===== src/rtl/serdes_pkg.sv =====
// Shared SERDES link definitions: transmit FSM states and line levels.
// The receiver will import the same levels so both ends agree on framing.
package serdes_pkg;

    localparam int unsigned DEF_DATA_W       = 32;
    localparam int unsigned DEF_CLKS_PER_BIT = 4;

    typedef enum logic [2:0] {
        IDLE,
        FETCH,
        LOAD,
        START,
        DATA,
        PARITY,
        STOP
    } tx_state_t;

    localparam logic START_BIT  = 1'b0;
    localparam logic STOP_BIT   = 1'b1;
    localparam logic IDLE_LEVEL = 1'b1;

endpackage


===== src/rtl/axis_serial_tx_if.sv =====
// FIFO read port seen by the serializer: request out, empty flag and read data in.
interface axis_serial_tx_if #(
    parameter int unsigned DATA_W = 32
);

    logic              rr;
    logic              rempty;
    logic [DATA_W-1:0] rdata;

    // Reader side (the serializer issues the read request).
    modport master (
        output rr,
        input  rempty,
        input  rdata
    );

    // FIFO side (answers with a registered read).
    modport slave (
        input  rr,
        output rempty,
        output rdata
    );

endinterface


===== src/rtl/axis_serial_tx_baud_tick_gen.sv =====
// Bit-period timer: counts 0..CLKS_PER_BIT-1 and flags the last cycle of each bit.
// o_tick is registered; o_pre_tick_c tells the caller the next cycle is a tick cycle,
// so registered outputs that must line up with the tick can be computed one cycle early.
module baud_tick_gen #(
    parameter int unsigned CLKS_PER_BIT = 4
) (
    input  logic ref_clk,
    input  logic i_rst_n,
    input  logic i_clr,
    output logic o_tick,
    output logic o_pre_tick_c
);

    localparam int unsigned CNT_W = (CLKS_PER_BIT > 1) ? $clog2(CLKS_PER_BIT) : 1;
    localparam logic [CNT_W-1:0] CNT_MAX = CNT_W'(CLKS_PER_BIT - 1);

    logic [CNT_W-1:0] cnt_q, cnt_d;
    logic             tick_q, tick_d;

    // Next count: wrap at the bit boundary, restart on a clear.
    always_comb begin
        cnt_d  = cnt_q + CNT_W'(1);
        if (i_clr || (cnt_q == CNT_MAX)) begin
            cnt_d = '0;
        end
        tick_d = (cnt_d == CNT_MAX);
    end

    // Counter and tick registers.
    always_ff @(posedge ref_clk) begin
        if (!i_rst_n) begin
            cnt_q  <= '0;
            tick_q <= 1'b0;
        end else begin
            cnt_q  <= cnt_d;
            tick_q <= tick_d;
        end
    end

    assign o_tick       = tick_q;
    assign o_pre_tick_c = tick_d;

endmodule


===== src/rtl/axis_serial_tx.sv =====
// Transmit serializer: pulls one word per frame from the FIFO read port and sends
// start(0), DATA_W bits LSB first, optional even parity, stop(1). Line idles high.
module axis_serial_tx
    import serdes_pkg::*;
#(
    parameter int unsigned DATA_W       = DEF_DATA_W,
    parameter int unsigned CLKS_PER_BIT = DEF_CLKS_PER_BIT,
    parameter bit          PARITY_EN    = 1'b1
) (
    input  logic             ref_clk,
    input  logic             i_rst_n,
    input  logic             i_en,
    axis_serial_tx_if.master fifo_if,
    output logic             o_tx,
    output logic             o_busy,
    output logic             o_frame_done
);

    localparam int unsigned BIT_W = (DATA_W > 1) ? $clog2(DATA_W) : 1;
    localparam logic [BIT_W-1:0] BIT_LAST = BIT_W'(DATA_W - 1);

    tx_state_t         state_q, state_d;
    logic [DATA_W-1:0] shreg_q, shreg_d;
    logic              par_q, par_d;
    logic [BIT_W-1:0]  bit_cnt_q, bit_cnt_d;
    logic              tx_q, tx_d;
    logic              rr_q, rr_d;
    logic              busy_q, busy_d;
    logic              done_q, done_d;

    logic              baud_clr_c;
    logic              tick;
    logic              pre_tick_c;

    // Bit periods are aligned to the start bit: the timer restarts as START is entered.
    assign baud_clr_c = (state_q == LOAD);

    baud_tick_gen #(
        .CLKS_PER_BIT (CLKS_PER_BIT)
    ) u_baud (
        .ref_clk      (ref_clk),
        .i_rst_n      (i_rst_n),
        .i_clr        (baud_clr_c),
        .o_tick       (tick),
        .o_pre_tick_c (pre_tick_c)
    );

    // Next state, datapath updates and next values of the registered outputs.
    always_comb begin
        state_d   = state_q;
        shreg_d   = shreg_q;
        par_d     = par_q;
        bit_cnt_d = bit_cnt_q;
        tx_d      = IDLE_LEVEL;
        rr_d      = 1'b0;
        busy_d    = 1'b0;
        done_d    = 1'b0;

        unique case (state_q)
            IDLE: begin
                if (i_en && !fifo_if.rempty) begin
                    state_d = FETCH;
                end
            end
            FETCH: begin
                state_d = LOAD;
            end
            LOAD: begin
                shreg_d = fifo_if.rdata;
                par_d   = ^fifo_if.rdata;
                state_d = START;
            end
            START: begin
                if (tick) begin
                    bit_cnt_d = '0;
                    state_d   = DATA;
                end
            end
            DATA: begin
                if (tick) begin
                    if (bit_cnt_q == BIT_LAST) begin
                        state_d = PARITY_EN ? PARITY : STOP;
                    end else begin
                        shreg_d   = shreg_q >> 1;
                        bit_cnt_d = bit_cnt_q + BIT_W'(1);
                    end
                end
            end
            PARITY: begin
                if (tick) begin
                    state_d = STOP;
                end
            end
            STOP: begin
                if (tick) begin
                    state_d = IDLE;
                end
            end
            default: begin
                state_d = IDLE;
            end
        endcase

        // Outputs follow the state being entered so they change on the same edge.
        unique case (state_d)
            START:   tx_d = START_BIT;
            DATA:    tx_d = shreg_d[0];
            PARITY:  tx_d = par_d;
            STOP:    tx_d = STOP_BIT;
            default: tx_d = IDLE_LEVEL;
        endcase
        rr_d   = (state_d == FETCH);
        busy_d = (state_d != IDLE);
        done_d = (state_d == STOP) && pre_tick_c;
    end

    // State, datapath and output registers; reset aborts any frame in flight.
    always_ff @(posedge ref_clk) begin
        if (!i_rst_n) begin
            state_q   <= IDLE;
            shreg_q   <= '0;
            par_q     <= 1'b0;
            bit_cnt_q <= '0;
            tx_q      <= IDLE_LEVEL;
            rr_q      <= 1'b0;
            busy_q    <= 1'b0;
            done_q    <= 1'b0;
        end else begin
            state_q   <= state_d;
            shreg_q   <= shreg_d;
            par_q     <= par_d;
            bit_cnt_q <= bit_cnt_d;
            tx_q      <= tx_d;
            rr_q      <= rr_d;
            busy_q    <= busy_d;
            done_q    <= done_d;
        end
    end

    assign fifo_if.rr   = rr_q;
    assign o_tx         = tx_q;
    assign o_busy       = busy_q;
    assign o_frame_done = done_q;

endmodule


===== src/flat_wrapper.sv =====
// flat-port wrapper written by rule: the top's interface ports become plain ports
module axis_serial_tx_flat import serdes_pkg::*;
#(
    parameter int unsigned DATA_W       = DEF_DATA_W,
    parameter int unsigned CLKS_PER_BIT = DEF_CLKS_PER_BIT,
    parameter bit          PARITY_EN    = 1'b1
)
  (ref_clk, i_rst_n, i_en, o_tx, o_busy, o_frame_done, fifo_if_rr, fifo_if_rempty, fifo_if_rdata);
  axis_serial_tx_if #(.DATA_W(DATA_W)) fifo_if_i ();
  input  logic ref_clk;
  input  logic i_rst_n;
  input  logic i_en;
  output logic o_tx;
  output logic o_busy;
  output logic o_frame_done;
  output wire logic [$bits(fifo_if_i.rr)-1:0] fifo_if_rr;
  input wire logic [$bits(fifo_if_i.rempty)-1:0] fifo_if_rempty;
  input wire logic [$bits(fifo_if_i.rdata)-1:0] fifo_if_rdata;
  assign fifo_if_rr = fifo_if_i.rr;
  assign fifo_if_i.rempty = fifo_if_rempty;
  assign fifo_if_i.rdata = fifo_if_rdata;
  axis_serial_tx #(.DATA_W(DATA_W), .CLKS_PER_BIT(CLKS_PER_BIT), .PARITY_EN(PARITY_EN)) u_core (.ref_clk(ref_clk), .i_rst_n(i_rst_n), .i_en(i_en), .fifo_if(fifo_if_i), .o_tx(o_tx), .o_busy(o_busy), .o_frame_done(o_frame_done));
endmodule

===== config.mk =====
export PLATFORM = sky130hd
export DESIGN_NAME = axis_serial_tx_flat
export DESIGN_NICKNAME = d
export VERILOG_FILES = /design/src/rtl/serdes_pkg.sv /design/src/rtl/axis_serial_tx_if.sv /design/src/rtl/axis_serial_tx_baud_tick_gen.sv /design/src/rtl/axis_serial_tx.sv /design/src/flat_wrapper.sv
export SDC_FILE = /design/constraint.sdc
export NUM_CORES = 1
export LEC_CHECK = 0
export CAP_MARGIN = 20
export CELL_PAD_IN_SITES_DETAIL_PLACEMENT = 2
export CELL_PAD_IN_SITES_GLOBAL_PLACEMENT = 2
export CORE_ASPECT_RATIO = 0.9
export CORE_MARGIN = 2
export CORE_UTILIZATION = 28
export DETAILED_ROUTE_END_ITERATION = 12
export GPL_TIMING_DRIVEN = 1
export PLACE_DENSITY_LB_ADDON = 0.2
export SETUP_SLACK_MARGIN = 0.1
export SLEW_MARGIN = 20
export SYNTH_ARGS = -nofsm -noshare
export SYNTH_HDL_FRONTEND = slang
export SYNTH_SLANG_ARGS = --single-unit

===== constraint.sdc =====
create_clock -name ref_clk -period 3.5 [get_ports ref_clk]
set_input_delay 0.35 -clock ref_clk [delete_from_list [all_inputs] [get_ports ref_clk]]
set_output_delay 0.35 -clock ref_clk [all_outputs]
set_load 0.02 [all_outputs]

==> results by group <==
Logic synthesis
  • Register area share after synthesis: 0.409
  • Synth warnings: 0
  • Syn_nets: 301
  • Main synth FF type: dfxtp_1
  • Synth Instances: 262
  • Mapped Avg Cell Area: 8.98 sq um
  • Yosys reg bits: 48
  • Synth cell types: 33
  • Post-synth EDFFs: 0
  • Post-synth ARST share: 0
  • Synth Cell Area: about 2400 sq um

Global route
  • Vias in the first global route: 2096
  • Total congestion overflow: 0
  • GRT Total Usage: 0.141
  • Largest net degree at the start of global routing: 38
  • Initial antenna violation count: 0
  • First-pass GRT wire length: 10300 um

Worst setup path
  • CP Depth: 10
  • CP Launch Type: register
  • R2R depth: 10
  • Crit Path Max Fanout: 15
  • Crit path DAT: 2.80 ns
  • Critical Path RT: ~3.7 ns
  • CP top delay family: simple AND/OR/NAND/NOR gates
  • Crit end category: register
  • Worst Setup SP: u_core.bit_cnt_q[0]
  • Highest-delay cell along the critical path: and2_1
  • End of the critical path: u_core.o_tx
  • Slowest Stage Delay on Critical Path: 0.57 ns
  • Critical path class: reg2reg
  • R2R Path End: u_core.o_tx
  • Critical R2R Launch: u_core.bit_cnt_q[0]
  • CP cell instances: ha_1, and3_1, ha_1, nor4b_4, and2_1, buf_4, a22oi_1, nand2_1, o21ai_0, o21ai_0
  • Flop-to-flop setup slack: 0.92 ns
  • CP bufs+invs: 1

Floorplanning
  • Ports: 40
  • Core area: 8110 sq um
  • Starting Density: 0.290
  • Rows: 31
  • Die ar.: 9150 sq um
  • DIE WIDTH: 101 um
  • Die H: 91.0 um

Routing
  • Routed wire length: a little over 6000 um
  • Drt drc: 0
  • Post-DR wirelength/cell: 15.9 um
  • Final ANT Viol Nets: 0
  • 1st-iter DRT viols: between 70 and 80
  • Drt first pass iters: 4
  • Via count: 1996
  • DR vias/cell: 5.08

CTS
  • Clock-pin transition on the worst setup and hold timing paths: 0.09 ns
  • CTS tree: built
  • Hold-fix buffers, CTS: 0
  • Root buf cell: clkbuf_8
  • CTS buffer count: 5
  • Resized Gates After CTS: 0
  • Clk sinks: 48
  • Maximum buffer depth of the clock tree: 2
  • Worst-Skew Late Latency: 0.30 ns
  • Htree depth: 2
  • Post-CTS Setup Repair Bufs: 0

Timing
  • Max-slew violations: 0
  • Max_slew headroom: 0.487
  • Worst Tran Pin Value: approximately 0.77 ns
  • Final TNS setup: 0 ns
  • Fmax: between 300 and 400 MHz
  • Final setup violation count: 0
  • Tmin final: 2.58 ns
  • Hold_ws: ~0.46 ns
  • Final hold vios: 0
  • Tcrit/Tclk final: 0.736
  • Clock skew: 0.00662 ns
  • RSZ-0062 raised after global routing: false

Finish
  • Most frequent cells in the layout: 48 x dfxtp_1, 43 x nand2_1, 39 x clkdlybuf4s50_1, 33 x a22oi_1, 29 x a21boi_1
  • Final nets: roughly 330
  • Layout cells sized above 1: 0.0476
  • Fill cells: 914
  • Layout area overhead: 22.8%
  • Number of inserted diodes: 0
  • Commonest non-fill, non-tap cell in the layout: dfxtp_1

Placed design
  • Port Buf Inserts: 39
  • Placer Congestion: 0.691
  • Final HPWL DP: 4470 um

Job
  • Max-cap viol count: 0

Power and ir drop
  • Pwr Density: 444 nW/um^2
  • IR drop worst, VDD: 0.000164 V
  • Leak: 1.02 nW

Run status
  • Status: completed

Min path
  • Worst hold path class: reg2reg
routing by layer:
metal	track usage	vias to the layer above	share of wire
met5	0	-	0
li1	-	971	-
met1	0.186	992	0.49
met2	0.237	31	0.48
met4	0.0342	0	0.0061
met3	0.0254	2	0.030
worst min path at each step:
stage          cells after the start                      to              startpoint  slack [ns]
2_1_floorplan                      1  u_core.u_baud.cnt_q[0]  u_core.u_baud.cnt_q[0]        0.43
3_3_place_gp                       2      u_core.shreg_q[26]      u_core.shreg_q[26]        0.44
3_5_place_dp                       2       u_core.shreg_q[1]       u_core.shreg_q[1]        0.45
4_1_cts                            2       u_core.shreg_q[1]       u_core.shreg_q[1]        0.46
5_1_grt                            2      u_core.shreg_q[14]      u_core.shreg_q[14]        0.49
6_report                           2       u_core.shreg_q[1]       u_core.shreg_q[1]        0.46
Yosys cell counts, types with 4 or more instances:
cell type | n | area (sq um)
nand2b_1 | 4 | 25.0
nor2b_1 | 5 | 31.3
dfxtp_1 | 48 | 961
xor2_1 | 6 | 52.6
xnor2_1 | 27 | 236
nor2_1 | 5 | 18.8
a21boi_1 | 29 | 218
a22oi_1 | 33 | 248
a21oi_1 | 7 | 35.0
buf_2 | 10 | 50.1
clkbuf_1 | 5 | 18.8
o21ai_0 | 5 | 25.0
buf_4 | 4 | 30.0
nand2_1 | 43 | 161
state kept, by name, summed over array words and instances, names as in the netlist:
signal,cells
u_core.o_frame_done,1
u_core.par_q,1
u_core.o_busy,1
u_core.o_tx,1
u_core.u_baud.o_tick,1
u_core.state_q,3
u_core.fifo_if.rr,1
u_core.bit_cnt_q,5
u_core.shreg_q,32
u_core.u_baud.cnt_q,2
metrics by stage:
step | area [sq um] | instances | util | total power, mW | setup WS [ns]
global placement | 2810 | 386 | 0.347 | 0.966 | 0.997
finish | 2890 | 393 | 0.356 | 1.28 | 0.923
global route | 2890 | 393 | 0.356 | 1.37 | 0.752
floorplan | 2350 | 262 | - | 0.854 | 1.60
CTS | 2890 | 393 | 0.356 | 1.31 | 0.911
detailed placement | 2810 | 386 | 0.347 | 0.975 | 0.927
area by class of cell:
type / instances / area [sq um] / area share
well taps: 99 / 124 / 0.0429
clock buffers: 6 / 72.6 / 0.0251
flip-flops and latches: 48 / 961 / 0.333
clock inverters: 1 / 5.00 / 0.00173
inverters: 3 / 11.3 / 0.00390
repair buffers: 44 / 428 / 0.148
multi-input cells: 192 / 1290 / 0.445
logic make-up (layout without fill, tap and decap cells):
logic type | after synthesis | in the layout | share of synthesized area
AOI/OAI and AO/OA | 82 | 82 | 0.251
and+or+nand+nor | 74 | 74 | 0.155
DFF | 48 | 48 | 0.409
xor gates and xnor gates | 33 | 33 | 0.123
buffers and inverters | 22 | 54 | 0.0468
adders and majority gates | 3 | 3 | 0.0160
where the power goes:
part / total (mW) / switching [mW] / internal (mW) / leakage (nW)
Clock: 0.328 / 0.191 / 0.137 / 0.0410
Sequential: 0.634 / 0.0412 / 0.593 / 0.391
Combinational: 0.319 / 0.155 / 0.164 / 0.591
Total: 1.28 / 0.387 / 0.894 / 1.02
worst reg2reg max path, stage by stage, from the launching register on:
cell and delay (ns):
dfxtp_1 0.34, ha_1 0.22, and3_1 0.19, ha_1 0.23, nor4b_4 0.34, and2_1 0.57
buf_4 0.28, a22oi_1 0.08, nand2_1 0.09, o21ai_0 0.08, o21ai_0 0.09
Power figures use the tool's default switching activity.
